**src/rtl/seq_comparator_if.sv**
```systemverilog
// seq_comparator_if: comparator handshake bundle; master drives in_valid/a/b/op/sgn/out_ready, slave drives in_ready/out_valid/result/eq/lt
interface seq_comparator_if #(parameter int WIDTH = 32);
  logic in_valid, in_ready, sgn, out_valid, out_ready, result, eq, lt;
  logic [WIDTH-1:0] a, b;
  logic [2:0] op;
  modport master(output in_valid, a, b, op, sgn, out_ready, input in_ready, out_valid, result, eq, lt);
  modport slave(input in_valid, a, b, op, sgn, out_ready, output in_ready, out_valid, result, eq, lt);
endinterface

```
**src/rtl/seq_comparator.sv**
```systemverilog
// seq_comparator: sliced MSB-first magnitude/equality compare (ports clk, rst_n, s: seq_comparator_if.slave); SEQ_CMP_EARLY_EXIT_EN ends SCAN on the first differing slice
module seq_comparator #(
  parameter int WIDTH = 32,
  parameter int SLICE = 8
) (
  input logic clk,
  input logic rst_n,
  seq_comparator_if.slave s
);
  localparam int N = WIDTH / SLICE;
  localparam int KW = N > 1 ? $clog2(N) : 1;
  typedef enum logic [1:0] {IDLE, SCAN, DONE} state_t;
  state_t state_q, state_d;
  logic [WIDTH-1:0] a_q, a_d, b_q, b_d;
  logic [2:0] op_q, op_d;
  logic [KW-1:0] k_q, k_d;
  logic sgn_q, sgn_d, dec_q, dec_d, eq_q, eq_d, lt_q, lt_d;
  logic [SLICE-1:0] sa, sb, flip;
  logic top, hit, last;
  always_comb begin
    top = k_q == KW'(N - 1);
    flip = SLICE'(sgn_q & top) << (SLICE - 1);
    sa = SLICE'(a_q >> (32'(k_q) * SLICE)) ^ flip;
    sb = SLICE'(b_q >> (32'(k_q) * SLICE)) ^ flip;
    hit = !dec_q && sa != sb;
    last = k_q == '0;
`ifdef SEQ_CMP_EARLY_EXIT_EN
    last = last || hit;
`endif
    state_d = state_q;
    a_d = a_q;
    b_d = b_q;
    op_d = op_q;
    sgn_d = sgn_q;
    k_d = k_q;
    dec_d = dec_q;
    eq_d = eq_q;
    lt_d = lt_q;
    if (state_q == IDLE && s.in_valid) begin
      state_d = SCAN;
      a_d = s.a;
      b_d = s.b;
      op_d = s.op;
      sgn_d = s.sgn;
      k_d = KW'(N - 1);
      dec_d = 1'b0;
      eq_d = 1'b0;
      lt_d = 1'b0;
    end else if (state_q == SCAN) begin
      k_d = k_q - KW'(1);
      dec_d = dec_q | hit;
      eq_d = hit ? 1'b0 : (!dec_q && k_q == '0) ? 1'b1 : eq_q;
      lt_d = hit ? sa < sb : (!dec_q && k_q == '0) ? 1'b0 : lt_q;
      state_d = last ? DONE : SCAN;
    end else if (state_q == DONE && s.out_ready) begin
      state_d = IDLE;
    end
  end
  always_ff @(posedge clk or negedge rst_n) begin
    if (!rst_n) begin
      state_q <= IDLE;
      a_q <= '0;
      b_q <= '0;
      op_q <= '0;
      sgn_q <= 1'b0;
      k_q <= '0;
      dec_q <= 1'b0;
      eq_q <= 1'b0;
      lt_q <= 1'b0;
    end else begin
      state_q <= state_d;
      a_q <= a_d;
      b_q <= b_d;
      op_q <= op_d;
      sgn_q <= sgn_d;
      k_q <= k_d;
      dec_q <= dec_d;
      eq_q <= eq_d;
      lt_q <= lt_d;
    end
  end
  assign s.in_ready = state_q == IDLE;
  assign s.out_valid = state_q == DONE;
  assign s.eq = eq_q;
  assign s.lt = lt_q;
  assign s.result = s.out_valid & (op_q == 3'd0 ? eq_q :
                                   op_q == 3'd1 ? !eq_q :
                                   op_q == 3'd2 ? lt_q :
                                   op_q == 3'd3 ? lt_q | eq_q :
                                   op_q == 3'd4 ? !(lt_q | eq_q) :
                                   op_q == 3'd5 ? !lt_q : 1'b0);
endmodule
```
**src/flat_wrapper.sv**
```systemverilog
// flat-port wrapper written by rule: the top's interface ports become plain ports
module seq_comparator_flat 
#(
  parameter int WIDTH = 32,
  parameter int SLICE = 8
)
  (clk, rst_n, s_in_valid, s_a, s_b, s_op, s_sgn, s_out_ready, s_in_ready, s_out_valid, s_result, s_eq, s_lt);
  seq_comparator_if #(.WIDTH(WIDTH)) s_i ();
  input logic clk;
  input logic rst_n;
  input wire logic [$bits(s_i.in_valid)-1:0] s_in_valid;
  input wire logic [$bits(s_i.a)-1:0] s_a;
  input wire logic [$bits(s_i.b)-1:0] s_b;
  input wire logic [$bits(s_i.op)-1:0] s_op;
  input wire logic [$bits(s_i.sgn)-1:0] s_sgn;
  input wire logic [$bits(s_i.out_ready)-1:0] s_out_ready;
  output wire logic [$bits(s_i.in_ready)-1:0] s_in_ready;
  output wire logic [$bits(s_i.out_valid)-1:0] s_out_valid;
  output wire logic [$bits(s_i.result)-1:0] s_result;
  output wire logic [$bits(s_i.eq)-1:0] s_eq;
  output wire logic [$bits(s_i.lt)-1:0] s_lt;
  assign s_i.in_valid = s_in_valid;
  assign s_i.a = s_a;
  assign s_i.b = s_b;
  assign s_i.op = s_op;
  assign s_i.sgn = s_sgn;
  assign s_i.out_ready = s_out_ready;
  assign s_in_ready = s_i.in_ready;
  assign s_out_valid = s_i.out_valid;
  assign s_result = s_i.result;
  assign s_eq = s_i.eq;
  assign s_lt = s_i.lt;
  seq_comparator #(.WIDTH(WIDTH), .SLICE(SLICE)) u_core (.clk(clk), .rst_n(rst_n), .s(s_i));
endmodule
```
**config.mk**
```make
export PLATFORM = sky130hd
export DESIGN_NAME = seq_comparator_flat
export DESIGN_NICKNAME = d
export VERILOG_FILES = /design/src/rtl/seq_comparator_if.sv /design/src/rtl/seq_comparator.sv /design/src/flat_wrapper.sv
export SDC_FILE = /design/constraint.sdc
export NUM_CORES = 1
export LEC_CHECK = 0
export CAP_MARGIN = 10
export CORE_ASPECT_RATIO = 1.5
export CORE_MARGIN = 4
export CORE_UTILIZATION = 35
export DETAILED_ROUTE_END_ITERATION = 8
export GPL_TIMING_DRIVEN = 1
export SYNTH_ARGS = -nofsm -noshare
export SYNTH_HDL_FRONTEND = slang
export SYNTH_SLANG_ARGS = --single-unit
```
**constraint.sdc**
```tcl
create_clock -name clk -period 2 [get_ports clk]
set_input_delay 0.4 -clock clk [delete_from_list [all_inputs] [get_ports clk]]
set_output_delay 0.4 -clock clk [all_outputs]
set_load 0.1 [all_outputs]
```
---- Word level (Yosys, flattened, before mapping) ----
Index checks and enable logic that the tools add are counted.
storage, ports and cells
  bits in registers ....................... 75
  bits in latches ......................... 0
  RAM bits ................................ 0
  memory bits (read-only) ................. 0
  memories kept ........................... 0
operators by class
  add/subtract/negate cells ............... 1
  $mul .................................... 0
  divide/modulo/power cells ............... 0
  $lt $le $gt $ge ......................... 1
  eq/ne operators ......................... 9
  shifts and indexed selects .............. 2
  multiplexer cells ....................... 22
  bitwise logic cells ..................... 6
  reductions and logical operators ........ 15
operator list
  operator                                             count
  right shift 32 x 5 -> 8 bit                          2
  two-way mux 1 bit                                    16
  XOR 8 bit                                            2
  two-way mux 2 bit                                    6
  < comparator 8 bit                                   1
  inequality test 8 bit                                1
  equality test 3 x 2 -> 1 bit, second input constant  2
  equality test 3 bit, second input constant           2
  nonzero test 3 bit                                   2
  equality test 2 bit, second input constant           2
  logical AND 1 bit                                    4
  logical NOT 1 bit                                    4
  logical NOT 2 bit                                    2
  equality test 3 x 1 -> 1 bit, second input constant  1
  logical NOT 3 bit                                    1
  bitwise AND 1 bit                                    2
  equality test 2 x 1 -> 1 bit, second input constant  1
  bitwise OR 1 bit                                     2
  AND reduction 2 bit                                  1
  nonzero test 2 bit                                   1
  subtractor 2 x 1 -> 2 bit, second input constant     1

---- Logic depth before layout (Yosys ltp) ----
  word-level depth ........................ 8
  depth in mapped cells ................... 9
  depth with buffers taken out ............ 8

---- Least setup slack after synthesis ----
OpenSTA, ideal clock, no wires.
  kind .................................... reg2out
  start ................................... reg u_core.state_q[1]
  end ..................................... out s_result
  arrival ................................. 2.643 ns
  data required time ...................... 1.600 ns
  setup slack ............................. -1.043 ns
  stages on the path, launching flop included .. 4
  buffers on the path ..................... 0
  path through ............................ dfrtp_1 -> inv_1 -> nor2_1 -> o211a_1
on the way
  longest elaborated chain between the ends .. 2
ends and longest elaborated chain
  item                    RTL line              RTL
  start, declared         seq_comparator.sv:13  state_t state_q, state_d;
  start signal, assigned  seq_comparator.sv:71  state_q <= state_d;
  equality test 2 bit     seq_comparator.sv:83  assign s.out_valid = state_q == DONE;
  via s_out_valid         flat_wrapper.sv:18    output wire logic [$bits(s_i.out_valid)-1:0] s_out_valid;
  bitwise AND 1 bit       seq_comparator.sv:86  assign s.result = s.out_valid & (op_q == 3'd0 ? eq_q :
  end, declared           flat_wrapper.sv:19    output wire logic [$bits(s_i.result)-1:0] s_result;
The timed path passes the listed nets, and every way through them passes these cells.

---- Final worst setup path ----
  start ................................... reg u_core.k_q[0]
  end ..................................... reg u_core.eq_q, in the netlist u_core.s.eq
on the way
  longest elaborated chain between the ends .. 8
  elaborated cells on any way between the ends .. 15
  classes of those cells .................. eq/ne: 2; shift: 2; mux: 3; bitwise: 3; reduce/logical: 5
ends and longest elaborated chain
  item                                                                 RTL line              RTL
  start, declared                                                      seq_comparator.sv:16  logic [KW-1:0] k_q, k_d;
  start signal, assigned                                               seq_comparator.sv:76  k_q <= k_d;
  branches (longest 8 deep; another with right shift 32 x 5 -> 8 bit)  --
  end signal, assigned                                                 seq_comparator.sv:78  eq_q <= eq_d;
  end, declared                                                        seq_comparator.sv:17  logic sgn_q, sgn_d, dec_q, dec_d, eq_q, eq_d, lt_q, lt_d;
Parallel ways; which one is timed is not known. The select of a mux whose other input is x is not followed.
A chain may end at the register's enable or synchronous reset.

==> metrics.txt <==
Async SR Flop Fraction 1.00; most instantiated library cell after synthesis sky130_fd_sc_hd__dfrtp_1; filler cell count in the final layout 939; vias per cell 4.67; shortest period the worst path allows 2.16 ns; number of H-tree branching levels 3; area share of the leading cell type in the synthesized netlist 0.482; Psw 2520 uW; final HPWL from detailed placement 6.16 mm; ANT nets after route 0; Power Dens Cells 1520 nW/um^2; status complete, but fails checks; final number of setup-violating endpoints 4; leading post-synthesis cells by instance count sky130_fd_sc_hd__dfrtp_1, sky130_fd_sc_hd__mux2_4, sky130_fd_sc_hd__inv_1, sky130_fd_sc_hd__ha_1, sky130_fd_sc_hd__nor2_1; count of port buffers added during placement 76; most used flip-flop cell after synthesis sky130_fd_sc_hd__dfrtp_1; synthesized area per cell 16.4 um^2; Initial Util 0.362; number of global-route vias before repair 2639; Max Slew Vio Count 0; switching power as a share of total power 0.310; clock-pin slew on the worst setup and hold paths 0.06 ns; GR Util All Layers 0.138; final worst-path cycle share 1.08; kind of path behind the tightest hold check reg2reg; Levels on crit path 9; gate family responsible for the most delay along the worst path multiplexers; max_cap viols 0; internal cell power 5600 uW; mapped cell area 3900 um^2; GPL Wtd Cong 0.821; Leakage 0.00235 uW; clk sinks 75; Seq/Total Area, Yosys 0.482; Bufs and invs on worst path 2; initial antenna violation count 0; kind of launch point of the worst setup path flop; largest cells by area after synthesis sky130_fd_sc_hd__dfrtp_1, sky130_fd_sc_hd__mux2_4, sky130_fd_sc_hd__mux4_2; Data arrival, critical path 2.40 ns; CTS buffer count 9; count of mapped cells out of synthesis 238; Hold Vio Cnt, Final 0; routing usage on met3 0.0393; share of the core filled with cells 0.496; Total Wirelength 8.21 mm; minimum hold slack 0.504 ns; final routed wire length divided by cell count 16.7 um; final total power 8120 uW; Crit-path slowest cell sky130_fd_sc_hd__mux4_2; largest vdd supply drop 579 uV; GR Layer Usage met2 0.231; Layout Nets 426; number of iterations in the first detailed-routing pass 4; number of cells traversed by the worst hold path 1; largest net degree at the start of global routing 51; type of the worst setup path reg2reg; critical path's largest stage delay 0.50 ns; number of flops mapped to enable cells by yosys 0; cell breakdown of the critical path buf_12 -> mux4_2 -> xor2_1 -> ha_1 -> nand4_1 -> buf_4 -> nor2_4 -> nor2_1 -> nor3_1; Crit Path Max Fanout 4; fraction of layout instances using a drive strength above 1 0.390; cell type with the highest aggregate area in the netlist sky130_fd_sc_hd__dfrtp_1; Skew-Pair Late Insertion Delay 0.33 ns; Worst Slack Setup Final -0.156 ns; combinational power share 0.468; peak clock frequency supported by timing 464 MHz; final cell area excluding filler cells 5340 um^2; DIE WIDTH 94.2 um; total core area 10800 um^2; clock skew after layout 0.00621 ns; number of ports placed on the die boundary 77; die outline area 12900 um^2; Worst slew margin 0.763; Final Instance Count excl. Fillers 493; Max clock buf depth 2; part of the power in the clock network 0.186; number of vias after detailed routing 2300; clock tree from TritonCTS yes; Reg power frac 0.346; grt met1 use 0.161; floorplan die height 137 um; area growth from synthesis to layout 37.0%; total gr overflow 0; row count 46; net count after synthesis 320; routing layer with the top usage in global route met2; total placed instance area 4970 um^2; number of antenna diodes 0; global-route wire length before repair 13.2 mm; crit end category flop; clock tree root driver cell sky130_fd_sc_hd__clkbuf_16; violations in the final reports setup timing; required time worst endpoint 2.24 ns; RSZ-0062 raised after global routing true; post-detailed-route DRC marker count 0; Cells after DPL 468; Syn. warnings 0; DRC marker count from the first detailed-route iteration 59; worst-case reg-to-reg path depth 9; Slew @ Worst Pin 0.356 ns; register bit total from synthesis 75; number of distinct library cells after synthesis 30; worst reg-to-reg setup slack -0.16 ns
-- registers in the layout (all words and copies together), names as in the netlist --
| name | flops |
|---|---|
| u_core.k_q | 2 |
| u_core.sgn_q | 1 |
| u_core.b_q | 32 |
| u_core.s.lt | 1 |
| u_core.a_q | 32 |
| u_core.dec_q | 1 |
| u_core.state_q | 2 |
| u_core.op_q | 3 |
| u_core.s.eq | 1 |
-- power by group through the flow --
stage	clock network, uW	logic [uW]	registers [uW]
after CTS	1560	3810	2830
final	1510	3800	2810
after floorplan	0	2730	2690
after global routing	1620	4170	2920
after global placement	0	3550	2830
after detailed placement	0	3610	2830
-- cell families (layout without fill, tap and decap cells) --
kind of cell,Yosys count,count (layout),synth area share
buf+inv,25,136,0.0597
flops,75,75,0.482
fa+ha+maj,10,10,0.0321
compound gates,18,18,0.0299
mux,84,84,0.360
xor+xnor,3,3,0.00674
simple gates,23,23,0.0299
-- cell type report --
class / instances / area [um^2] / share of cell area
multi-input combinational: 138 / 1820 / 0.340
tap: 144 / 180 / 0.0337
timing repair buffer: 107 / 1130 / 0.213
clock inverter: 4 / 25.0 / 0.00469
sequential: 75 / 1880 / 0.352
clock buffer: 12 / 256 / 0.0480
inverter: 13 / 48.8 / 0.00914
-- stage by stage --
step / setup slack (ns) / TNS [ns]
finish: -0.156 / -0.396
global route: -0.280 / -0.786
CTS: -0.162 / -0.415
detailed placement: -0.253 / -0.589
global placement: -0.214 / -0.453
floorplan: -0.100 / -0.183
-- per-layer routing --
layer | up-vias | part of all wire
met5 | - | 0
met2 | 47 | 0.52
met3 | 11 | 0.047
li1 | 1081 | -
met4 | 0 | 0.019
met1 | 1161 | 0.42
-- layout by cell type, fill, tap and decap left out, types with 6 or more instances in the layout --
| master | instances |
|---|---|
| sky130_fd_sc_hd__dfrtp_1 | 73 |
| sky130_fd_sc_hd__clkbuf_16 | 9 |
| sky130_fd_sc_hd__clkdlybuf4s50_1 | 70 |
| sky130_fd_sc_hd__ha_1 | 10 |
| sky130_fd_sc_hd__buf_4 | 23 |
| sky130_fd_sc_hd__nor2_1 | 7 |
| sky130_fd_sc_hd__inv_1 | 13 |
| sky130_fd_sc_hd__mux4_1 | 6 |
| sky130_fd_sc_hd__mux2_4 | 67 |
| sky130_fd_sc_hd__mux4_2 | 10 |
| sky130_fd_sc_hd__buf_12 | 12 |
| sky130_fd_sc_hd__a21oi_1 | 7 |
-- final timing paths --
check,from,endpoint
max,u_core.k_q[0],u_core.s.eq
min,u_core.a_q[25],u_core.a_q[25]
max reg2reg,u_core.k_q[0],u_core.s.eq
min reg2reg,u_core.a_q[25],u_core.a_q[25]
max in group asynchronous,rst_n,u_core.op_q[1]
min in group asynchronous,rst_n,u_core.b_q[2]
-- worst reg2reg max path, delay by kind of cell, from the launching register on --
kind                       cells  cell delay, ns
muxes                          1            0.50
DFF                            1            0.42
and+or+nand+nor                4            0.40
buffers and inverters          2            0.30
adders and majority gates      1            0.30
xor gates and xnor gates       1            0.16
-- timing repair --
| item | 4_1_cts | 5_1_grt |
|---|---|---|
| hold endpoints to repair | 25 | 0 |
| hold buffers | 1 | 0 |
| buffers inserted | 4 | 3 |
| gates cloned | 1 | 0 |
| endpoints found under the setup margin | 4 | 4 |
| resized for setup | 5 | 1 |
| pin swaps | 5 | 1 |
Power figures use the tool's default switching activity.
